`config.mk`:
```
export PLATFORM = sky130hd
export DESIGN_NAME = stepper_motion_ctrl_flat
export DESIGN_NICKNAME = d
export VERILOG_FILES = /design/src/rtl/stepper_motion_ctrl_if.sv /design/src/rtl/stepper_motion_ctrl.sv /design/src/flat_wrapper.sv
export SDC_FILE = /design/constraint.sdc
export NUM_CORES = 1
export LEC_CHECK = 0
export ABC_AREA = 1
export CORE_MARGIN = 4
export CORE_UTILIZATION = 65
export CTS_BUF_LIST = sky130_fd_sc_hd__clkbuf_4
export DETAILED_ROUTE_END_ITERATION = 8
export PLACE_DENSITY = 0.92
export SLEW_MARGIN = 20
export SYNTH_ARGS = -nofsm -noshare
export SYNTH_HDL_FRONTEND = slang
export SYNTH_SLANG_ARGS = --single-unit
```
`constraint.sdc`:
```
create_clock -name clk -period 18.75 [get_ports clk]
set_input_delay 3.75 -clock clk [delete_from_list [all_inputs] [get_ports clk]]
set_output_delay 3.75 -clock clk [all_outputs]
set_load 0.02 [all_outputs]
```
`src/rtl/stepper_motion_ctrl_if.sv`:
```
// Move-command handshake between the register block (master) and the
// motion controller (slave).
interface stepper_motion_ctrl_if;
  logic        cmd_valid;
  logic        cmd_ready;
  logic [31:0] cmd_steps;
  logic        cmd_dir;
  logic [31:0] cmd_min_delay;

  modport master (
    output cmd_valid, cmd_steps, cmd_dir, cmd_min_delay,
    input  cmd_ready
  );

  modport slave (
    input  cmd_valid, cmd_steps, cmd_dir, cmd_min_delay,
    output cmd_ready
  );
endinterface

```
`src/rtl/stepper_motion_ctrl.sv`:
```
// Trapezoidal motion-profile controller: drives stepper_core en/dir/step_delay
// and counts half-steps from the fed-back coil pattern.
module stepper_motion_ctrl #(
  parameter logic [31:0] START_DELAY     = 32'd100000,
  parameter logic [31:0] ACCEL_STEP      = 32'd2000,
  parameter logic [31:0] MIN_DELAY_FLOOR = 32'd4
) (
  input  logic                        clk,
  input  logic                        rst_n,
  stepper_motion_ctrl_if.slave        cmd,
  input  logic                        abort,
  input  logic [3:0]                  coil_in,
  output logic                        motor_en,
  output logic                        motor_dir,
  output logic [31:0]                 step_delay,
  output logic                        busy,
  output logic                        done,
  output logic                        aborted,
  output logic [31:0]                 position
);

  typedef enum logic [1:0] {IDLE, RUN, FINISH} state_t;

  state_t      r_state;
  state_t      w_next;
  logic [31:0] r_steps;
  logic [31:0] r_done_cnt;
  logic [31:0] r_ramp;
  logic [31:0] r_eff_min;
  logic [31:0] r_delay;
  logic [31:0] r_pos;
  logic        r_dir;
  logic        r_aborted;
  logic [3:0]  r_coil_prev;

  logic        w_ready;
  logic        w_accept;
  logic        w_step;
  logic [31:0] w_done_next;
  logic [31:0] w_remaining;
  logic [31:0] w_lo;
  logic [31:0] w_eff;
  logic [32:0] w_inc;
  logic [31:0] w_dec_delay;
  logic [31:0] w_acc_delay;

  // abort in IDLE deliberately suppresses command acceptance
  assign w_accept    = (r_state == IDLE) && cmd.cmd_valid && !abort;
  assign w_step      = (r_state == RUN) && (coil_in != r_coil_prev) &&
                       (r_coil_prev != 4'b0000) && (coil_in != 4'b0000);
  assign w_done_next = r_done_cnt + 32'd1;
  assign w_remaining = r_steps - w_done_next;

  assign w_lo  = (cmd.cmd_min_delay < MIN_DELAY_FLOOR) ? MIN_DELAY_FLOOR : cmd.cmd_min_delay;
  assign w_eff = (w_lo > START_DELAY) ? START_DELAY : w_lo;

  // decel saturates at START_DELAY; accel clamps at eff_min without underflow
  assign w_inc       = {1'b0, r_delay} + {1'b0, ACCEL_STEP};
  assign w_dec_delay = (w_inc > {1'b0, START_DELAY}) ? START_DELAY : w_inc[31:0];
  assign w_acc_delay = ((r_delay < ACCEL_STEP) || ((r_delay - ACCEL_STEP) < r_eff_min)) ?
                       r_eff_min : (r_delay - ACCEL_STEP);

  assign cmd.cmd_ready = w_ready;
  assign motor_dir     = r_dir;
  assign step_delay    = r_delay;
  assign position      = r_pos;
  assign aborted       = done && r_aborted;

  always_ff @(posedge clk or negedge rst_n) begin
    if (!rst_n) r_state <= IDLE;
    else        r_state <= w_next;
  end

  always_comb begin
    w_next   = r_state;
    w_ready  = 1'b0;
    motor_en = 1'b0;
    busy     = 1'b0;
    done     = 1'b0;
    case (r_state)
      IDLE: begin
        w_ready = 1'b1;
        if (w_accept) w_next = (cmd.cmd_steps == 32'd0) ? FINISH : RUN;
      end
      RUN: begin
        motor_en = 1'b1;
        busy     = 1'b1;
        if (abort || (w_step && (w_remaining == 32'd0))) w_next = FINISH;
      end
      FINISH: begin
        done   = 1'b1;
        w_next = IDLE;
      end
      default: w_next = IDLE;
    endcase
  end

  always_ff @(posedge clk or negedge rst_n) begin
    if (!rst_n) begin
      r_steps     <= '0;
      r_done_cnt  <= '0;
      r_ramp      <= '0;
      r_eff_min   <= '0;
      r_delay     <= START_DELAY;
      r_pos       <= '0;
      r_dir       <= 1'b0;
      r_aborted   <= 1'b0;
      r_coil_prev <= '0;
    end else begin
      r_coil_prev <= coil_in;
      case (r_state)
        IDLE: begin
          if (w_accept) begin
            r_steps    <= cmd.cmd_steps;
            r_dir      <= cmd.cmd_dir;
            r_eff_min  <= w_eff;
            r_delay    <= START_DELAY;
            r_ramp     <= '0;
            r_done_cnt <= '0;
            r_aborted  <= 1'b0;
          end
        end
        RUN: begin
          if (w_step) begin
            r_done_cnt <= w_done_next;
            r_pos      <= r_dir ? (r_pos - 32'd1) : (r_pos + 32'd1);
          end
          // a step coinciding with abort still moves position but not the ramp
          if (abort) begin
            r_aborted <= 1'b1;
          end else if (w_step && (w_remaining != 32'd0)) begin
            if (w_remaining <= r_ramp) begin
              r_delay <= w_dec_delay;
              r_ramp  <= r_ramp - 32'd1;
            end else if (r_delay > r_eff_min) begin
              r_delay <= w_acc_delay;
              r_ramp  <= r_ramp + 32'd1;
            end
          end
        end
        FINISH: r_delay <= START_DELAY;
        default: ;
      endcase
    end
  end

endmodule

```
`src/flat_wrapper.sv`:
```
// flat-port wrapper written by rule: the top's interface ports become plain ports
module stepper_motion_ctrl_flat 
#(
  parameter logic [31:0] START_DELAY     = 32'd100000,
  parameter logic [31:0] ACCEL_STEP      = 32'd2000,
  parameter logic [31:0] MIN_DELAY_FLOOR = 32'd4
)
  (clk, rst_n, abort, coil_in, motor_en, motor_dir, step_delay, busy, done, aborted, position, cmd_cmd_valid, cmd_cmd_steps, cmd_cmd_dir, cmd_cmd_min_delay, cmd_cmd_ready);
  stepper_motion_ctrl_if cmd_i ();
  input  logic clk;
  input  logic rst_n;
  input  logic abort;
  input  logic [3:0] coil_in;
  output logic motor_en;
  output logic motor_dir;
  output logic [31:0] step_delay;
  output logic busy;
  output logic done;
  output logic aborted;
  output logic [31:0] position;
  input wire logic [$bits(cmd_i.cmd_valid)-1:0] cmd_cmd_valid;
  input wire logic [$bits(cmd_i.cmd_steps)-1:0] cmd_cmd_steps;
  input wire logic [$bits(cmd_i.cmd_dir)-1:0] cmd_cmd_dir;
  input wire logic [$bits(cmd_i.cmd_min_delay)-1:0] cmd_cmd_min_delay;
  output wire logic [$bits(cmd_i.cmd_ready)-1:0] cmd_cmd_ready;
  assign cmd_i.cmd_valid = cmd_cmd_valid;
  assign cmd_i.cmd_steps = cmd_cmd_steps;
  assign cmd_i.cmd_dir = cmd_cmd_dir;
  assign cmd_i.cmd_min_delay = cmd_cmd_min_delay;
  assign cmd_cmd_ready = cmd_i.cmd_ready;
  stepper_motion_ctrl #(.START_DELAY(START_DELAY), .ACCEL_STEP(ACCEL_STEP), .MIN_DELAY_FLOOR(MIN_DELAY_FLOOR)) u_core (.clk(clk), .rst_n(rst_n), .cmd(cmd_i), .abort(abort), .coil_in(coil_in), .motor_en(motor_en), .motor_dir(motor_dir), .step_delay(step_delay), .busy(busy), .done(done), .aborted(aborted), .position(position));
endmodule
```
**After elaboration in Yosys (flattened, before gate mapping)**

Index checks and enable logic that the tools add are counted.

- Input bits: 73
- Register bits after elaboration: 200
- Output and inout bits: 70
- Word-level logic and storage cells: 90

- Equal/unequal tests: 10
- Muxes and demuxes: 29
- Magnitude comparators: 7
- Reductions and logical operators: 26
- Add/subtract/negate cells: 8

Operator list:

| operator | number |
|---|---|
| $mux 32 | 16 |
| $pmux 32 s2 | 2 |
| $add 32x1->32 const B | 3 |
| $pmux 32 s3 | 1 |
| $logic_not 32->1 | 2 |
| $sub 32x1->32 const B | 2 |
| $add 32x11->33 const B | 1 |
| $gt 33x17->1 const B | 1 |
| $gt 32x17->1 const B | 1 |
| $gt 32x32->1 | 1 |
| $le 32x32->1 | 1 |
| $lt 32x11->1 const B | 1 |
| $lt 32x3->1 const B | 1 |
| $lt 32x32->1 | 1 |
| $reduce_bool 32->1 | 1 |
| $sub 32x11->32 const B | 1 |
| $sub 32x32->32 | 1 |
| $reduce_and 5->1 | 2 |
| $logic_and 1x1->1 | 8 |
| $ne 2x2->1 const B | 4 |
| $reduce_bool 4->1 | 2 |
| $mux 2 | 3 |
| $reduce_and 2->1 | 3 |
| $reduce_and 3->1 | 2 |
| other kinds (13) | 19 |

**Logic depth before layout (Yosys ltp)**

- Depth in word-level cells: 9
- Mapped depth: 47
- Mapped depth without buffers: 46

**Least setup slack after synthesis**

No wires, ideal clock.

- Kind: reg2reg
- Start point: register u_core.r_done_cnt[0]
- End point: register u_core.r_ramp[20]
- Library setup time: 0.123 ns
- Stages on the path, launching flop included: 41
- Required time: 18.627 ns
- Path buffers: 1
- Arrival time: 6.792 ns
- Period minus slack after synthesis: 6.915 ns
- Setup slack: 11.835 ns
- Cell sequence: dfrtp_1 ha_1 nand2_1 nor2_1 nand2_1 nor3_1 nand4_1 nor3_1 nand4_1 nor3_1 xor2_1 ha_1 nand2_1 nand2_1 nand3_1 nand2_1 a21oi_1 nand2_1 (+5 left out) nand2_1 nor2_1 nand4_1 nor3_1 nand4_1 nand2_1 clkbuf_1 ha_1 a21oi_1 nand2_1 a21oi_1 o21ai_0 a21boi_0 o21ai_0 nand2_1 nand2_1 xnor2_1 o21ai_1

- Word-level cells in the longest chain between the ends: 7
- Elaborated cells on any way between the ends: 12
- Classes of those cells: add/sub (2); order compare (1); eq/ne (2); mux (4); reduce/logical (3)

RTL lines:

| element | RTL line | source |
|---|---|---|
| from (decl) | stepper_motion_ctrl.sv:27 | `logic [31:0] r_done_cnt;` |
| from (signal assigned) | stepper_motion_ctrl.sv:125 | `r_done_cnt <= w_done_next;` |
| $add 32x1->32 (*) | stepper_motion_ctrl.sv:51 | `assign w_done_next = r_done_cnt + 32'd1;` |
| $sub 32x32->32 (*) | stepper_motion_ctrl.sv:52 | `assign w_remaining = r_steps - w_done_next;` |
| $le 32x32->1 | stepper_motion_ctrl.sv:132 | `if (w_remaining <= r_ramp) begin` |
| $mux 32 | stepper_motion_ctrl.sv:132 |  |
| $mux 32 | stepper_motion_ctrl.sv:131 | `end else if (w_step && (w_remaining != 32'd0)) begin` |
| $mux 32 | stepper_motion_ctrl.sv:129 | `if (abort) begin` |
| $pmux 32 s2 | stepper_motion_ctrl.sv:111 | `case (r_state)` |
| to (signal assigned) | stepper_motion_ctrl.sv:134 | `r_ramp <= r_ramp - 32'd1;` |
| to (signal assigned) | stepper_motion_ctrl.sv:137 | `r_ramp <= r_ramp + 32'd1;` |
| to (decl) | stepper_motion_ctrl.sv:28 | `logic [31:0] r_ramp;` |

Mark *: on every way between the ends. The rest lies on a longest branch, timed or not. The select of a mux whose other input is x is not followed.
A chain may end at the register's enable or synchronous reset.

**Worst setup path after layout**

Ends and elaborated chain as after synthesis.

==> results.md <==
* Outcome: finished, final reports clean
* Peak fanout along the critical path at 62
* Startpoint Class: register
* Via density per instance at 5.817
* Fraction of synthesized area in multiplexers at 0%
* Clk_skew at 0.05005 ns
* Cells on Worst Hold Path at 1
* Top metal layer carrying routed signals: met4
* Number of buffers inserted by port buffering at 142
* Clock latency of the later-clocked register in the worst-skew pair at 0.66 ns
* Met1 wire length at 23.10 mm
* Residual overflow from global routing at 0
* Detailed Route WL at 56.14 mm
* Number of buffers inserted for hold repair after clock tree synthesis at 0
* Highest-delay cell along the critical path: buf_4
* Reg2reg path depth at 40
* Average size of a mapped cell at 6.585 um2
* Fraction of synthesis flops using an asynchronous set or reset pin at 100.0%
* Starting utilization of the core area at 65.85%
* Setup repair after global routing missed its margin: false
* Clock tree from TritonCTS: built
* Max frequency at 0.1311 GHz
* Vias in the first global route at 18607
* Post-Route Setup TNS at 0 ns
* Count of cell types in the netlist at 54
* X dimension of the die at 178.5 um
* Type of the tightest min-delay check: register to register
* Time the final worst path needs with I/O delays and setup at 7.627 ns
* Post-synthesis instance total at 2870
* Area of the die at 31870 um2
* Share of final-layout standard cells stronger than drive strength 1 at 3.544%
* Number of hold violations in the final report at 0
* Clock input transition at the sequential cells of the worst setup and hold paths at 0.22 ns
* Number of nets with antenna violations after routing at 0
* Largest family of logic cells by synthesized area: simple AND/OR/NAND/NOR gates
* # clock sinks at 200
* Pin count of the biggest net entering global routing at 80
* Number of failing setup endpoints in the final timing report at 0
* Hold Crit Start: u_core.position[31]$_DFFE_PN0P_
* HPWL reported at the end of detailed placement at 43.60 mm
* Synthesized Nets at 3140
* Basic-gate share of the synthesized area counting and, or, nand and nor cells at 32.70%
* Area share of fa/ha/maj cells after synthesis at 13.16%
* Post-synthesis to final-layout area growth at 10.49%
* Core area at 28700 um2
* Mapped cell area at 18900 um2
* Maximum clock path buffer count at 2
* Startpoint of the most critical register-to-register path: u_core.r_done_cnt[0]$_DFFE_PN0P_
* Register-to-register setup slack at 11.12 ns
* Xor/xnor share of the synthesized area at 5.190%
* Number of H-tree levels at 4
* Detailed-routed wire length on met2 at 26.34 mm
* Number of primary I/O pins at 143
* Cts repair resizes at 0
* Drt first pass iters at 6
* Met3 layer wire length in the routed design at 4.395 mm
* Type of the worst setup path: register to register
* Share of the cycle needed by the critical path after routing at 40.68%
* Antenna violations before repair at 2
* Number of remaining DRC errors at 0
* Post-synthesis register bit count at 200
* Place WS at 11.34 ns
* Most common cell on crit path: nand2_1
* Fraction of the yosys area taken by sequential cells at 26.52%
* First-pass GRT wire length at 90.38 mm
* WP data required at 19.24 ns
* Last weighted congestion value of the routability-driven placer at 0.9854
* Number of synthesized flops with an enable pin at 0
* Die Y-Extent at 178.5 um
* Sort of element at the end of the critical path: register
* Clk Tree Root Cell: clkbuf_4
* Transition time of the tightest slew-check pin at 1.019 ns
* Pins Over Slew Limit at 0
* Std-Cell Rows at 62
* Final-layout fill cell count at 2388
* Final #Nets at 3248
* Synth Flop Type: dfrtp_1
* First-iteration detailed-routing DRC count at 1937
* Worst hold path endpoint: u_core.position[31]$_DFFE_PN0P_
* Capture point of the worst reg-to-reg path: u_core.r_ramp[20]$_DFFE_PN0P_
* Overall routing resource usage at 34.90%
* Number of clock buffers inserted by TritonCTS at 17
* Post-CTS Repair Setup Buffers at 0
* Synth Warn # at 0
* DR WL/cell at 16.62 um
* Post-layout worst setup margin at 11.12 ns
* Complex-gate fraction of the synthesized area at 12.55%
* WP data arrival at 8.12 ns
* Max-Cap Viols at 0
* Number of vias after detailed routing at 19645
* Longest individual stage delay on the worst path at 0.62 ns
* Max-Slew Margin vs Limit at 32.05%
==> state kept, by name (all words and copies together) (netlist names) <==
register,flops
u_core.position,32
u_core.r_eff_min,32
u_core.r_aborted,1
u_core.r_coil_prev,4
u_core.step_delay,32
u_core.r_done_cnt,32
u_core.r_state,2
u_core.motor_dir,1
u_core.r_steps,32
u_core.r_ramp,32
==> cell usage in the layout (no fill, tap or decap), types with 47 or more instances in the layout <==
master / instances
nand4_1: 47
inv_1: 403
o21ai_0: 130
nor3_1: 48
nand2_1: 847
a21oi_1: 142
clkdlybuf4s50_1: 141
xor2_1: 83
nand3_1: 172
nor2_1: 259
ha_1: 194
dfrtp_1: 194
==> layer usage <==
metal	up-vias	track usage (%)
met5	-	0
met4	0	13.91
met3	192	5.108
met2	931	58.53
met1	8978	45.43
li1	9544	-
==> cell families (layout without fill, tap and decap cells) <==
group | Yosys count | count (layout)
AND/OR/NAND/NOR | 1463 | 1463
other | 0 | 2
buffers and inverters | 477 | 598
adder cells (fa/ha/maj) | 197 | 197
AO/OA/AOI/OAI | 421 | 421
flip-flops | 200 | 200
XOR/XNOR | 112 | 112
==> final cells by class <==
type	count	area, um2	area share, %
antenna	2	5.005	0.02397
tap	384	480.5	2.301
sequential	200	5012	24.00
multi-input combinational	2193	12030	57.61
timing repair buffer	153	1508	7.220
inverter	413	1550	7.424
clock inverter	13	153.9	0.7370
clock buffer	19	142.6	0.6830
==> worst max path at each step <==
stage	startpoint	slack [ns]	endpoint
5_1_grt	u_core.r_done_cnt[0]$_DFFE_PN0P_	10.24	u_core.r_ramp[20]$_DFFE_PN0P_
6_report	u_core.r_done_cnt[0]$_DFFE_PN0P_	11.12	u_core.r_ramp[20]$_DFFE_PN0P_
4_1_cts	u_core.r_done_cnt[0]$_DFFE_PN0P_	11.24	u_core.r_ramp[20]$_DFFE_PN0P_
2_1_floorplan	u_core.r_done_cnt[0]$_DFFE_PN0P_	11.83	u_core.r_ramp[20]$_DFFE_PN0P_
3_5_place_dp	u_core.r_done_cnt[0]$_DFFE_PN0P_	11.34	u_core.r_ramp[20]$_DFFE_PN0P_
3_3_place_gp	u_core.r_done_cnt[0]$_DFFE_PN0P_	11.68	u_core.r_ramp[20]$_DFFE_PN0P_
==> critical path, delay by kind of cell, from the launching register on <==
family                     cells  cell delay, ns
xor gates and xnor gates       2            0.34
and+or+nand+nor               26            3.31
DFF                            1            0.45
adders and majority gates      4            1.13
buffers and inverters          2            0.67
AOI/OAI and AO/OA              6            1.58
==> through the flow <==
step	instances	instance area [um2]	hold WS [ns]	util [%]
3_3_place_gp	3343	20580	0.4610	71.70
2_1_floorplan	2870	18900	0.4553	-
4_1_cts	3375	20880	0.4878	72.74
6_report	3377	20880	0.4883	72.76
5_1_grt	3376	20880	0.5086	72.75
3_5_place_dp	3343	20580	0.4593	71.70
==> Yosys cell counts, types with 23 or more instances <==
cell / count / share of area (%)
a21oi_1: 142 / 3.8
clkbuf_1: 32 / 0.64
dfrtp_1: 194 / 26
ha_1: 194 / 13
inv_1: 403 / 8.0
nand2_1: 849 / 17
nand3_1: 173 / 4.6
nand4_1: 47 / 1.6
nor2_1: 259 / 5.1
nor3_1: 48 / 1.3
nor4_1: 23 / 0.76
o21ai_0: 130 / 3.4
o21ai_1: 36 / 0.95
o22ai_1: 26 / 0.86
xnor2_1: 29 / 1.3
xor2_1: 83 / 3.8
Power is not shown: default switching activity piles up to over one toggle a cycle in this logic, so the estimate is an artifact.
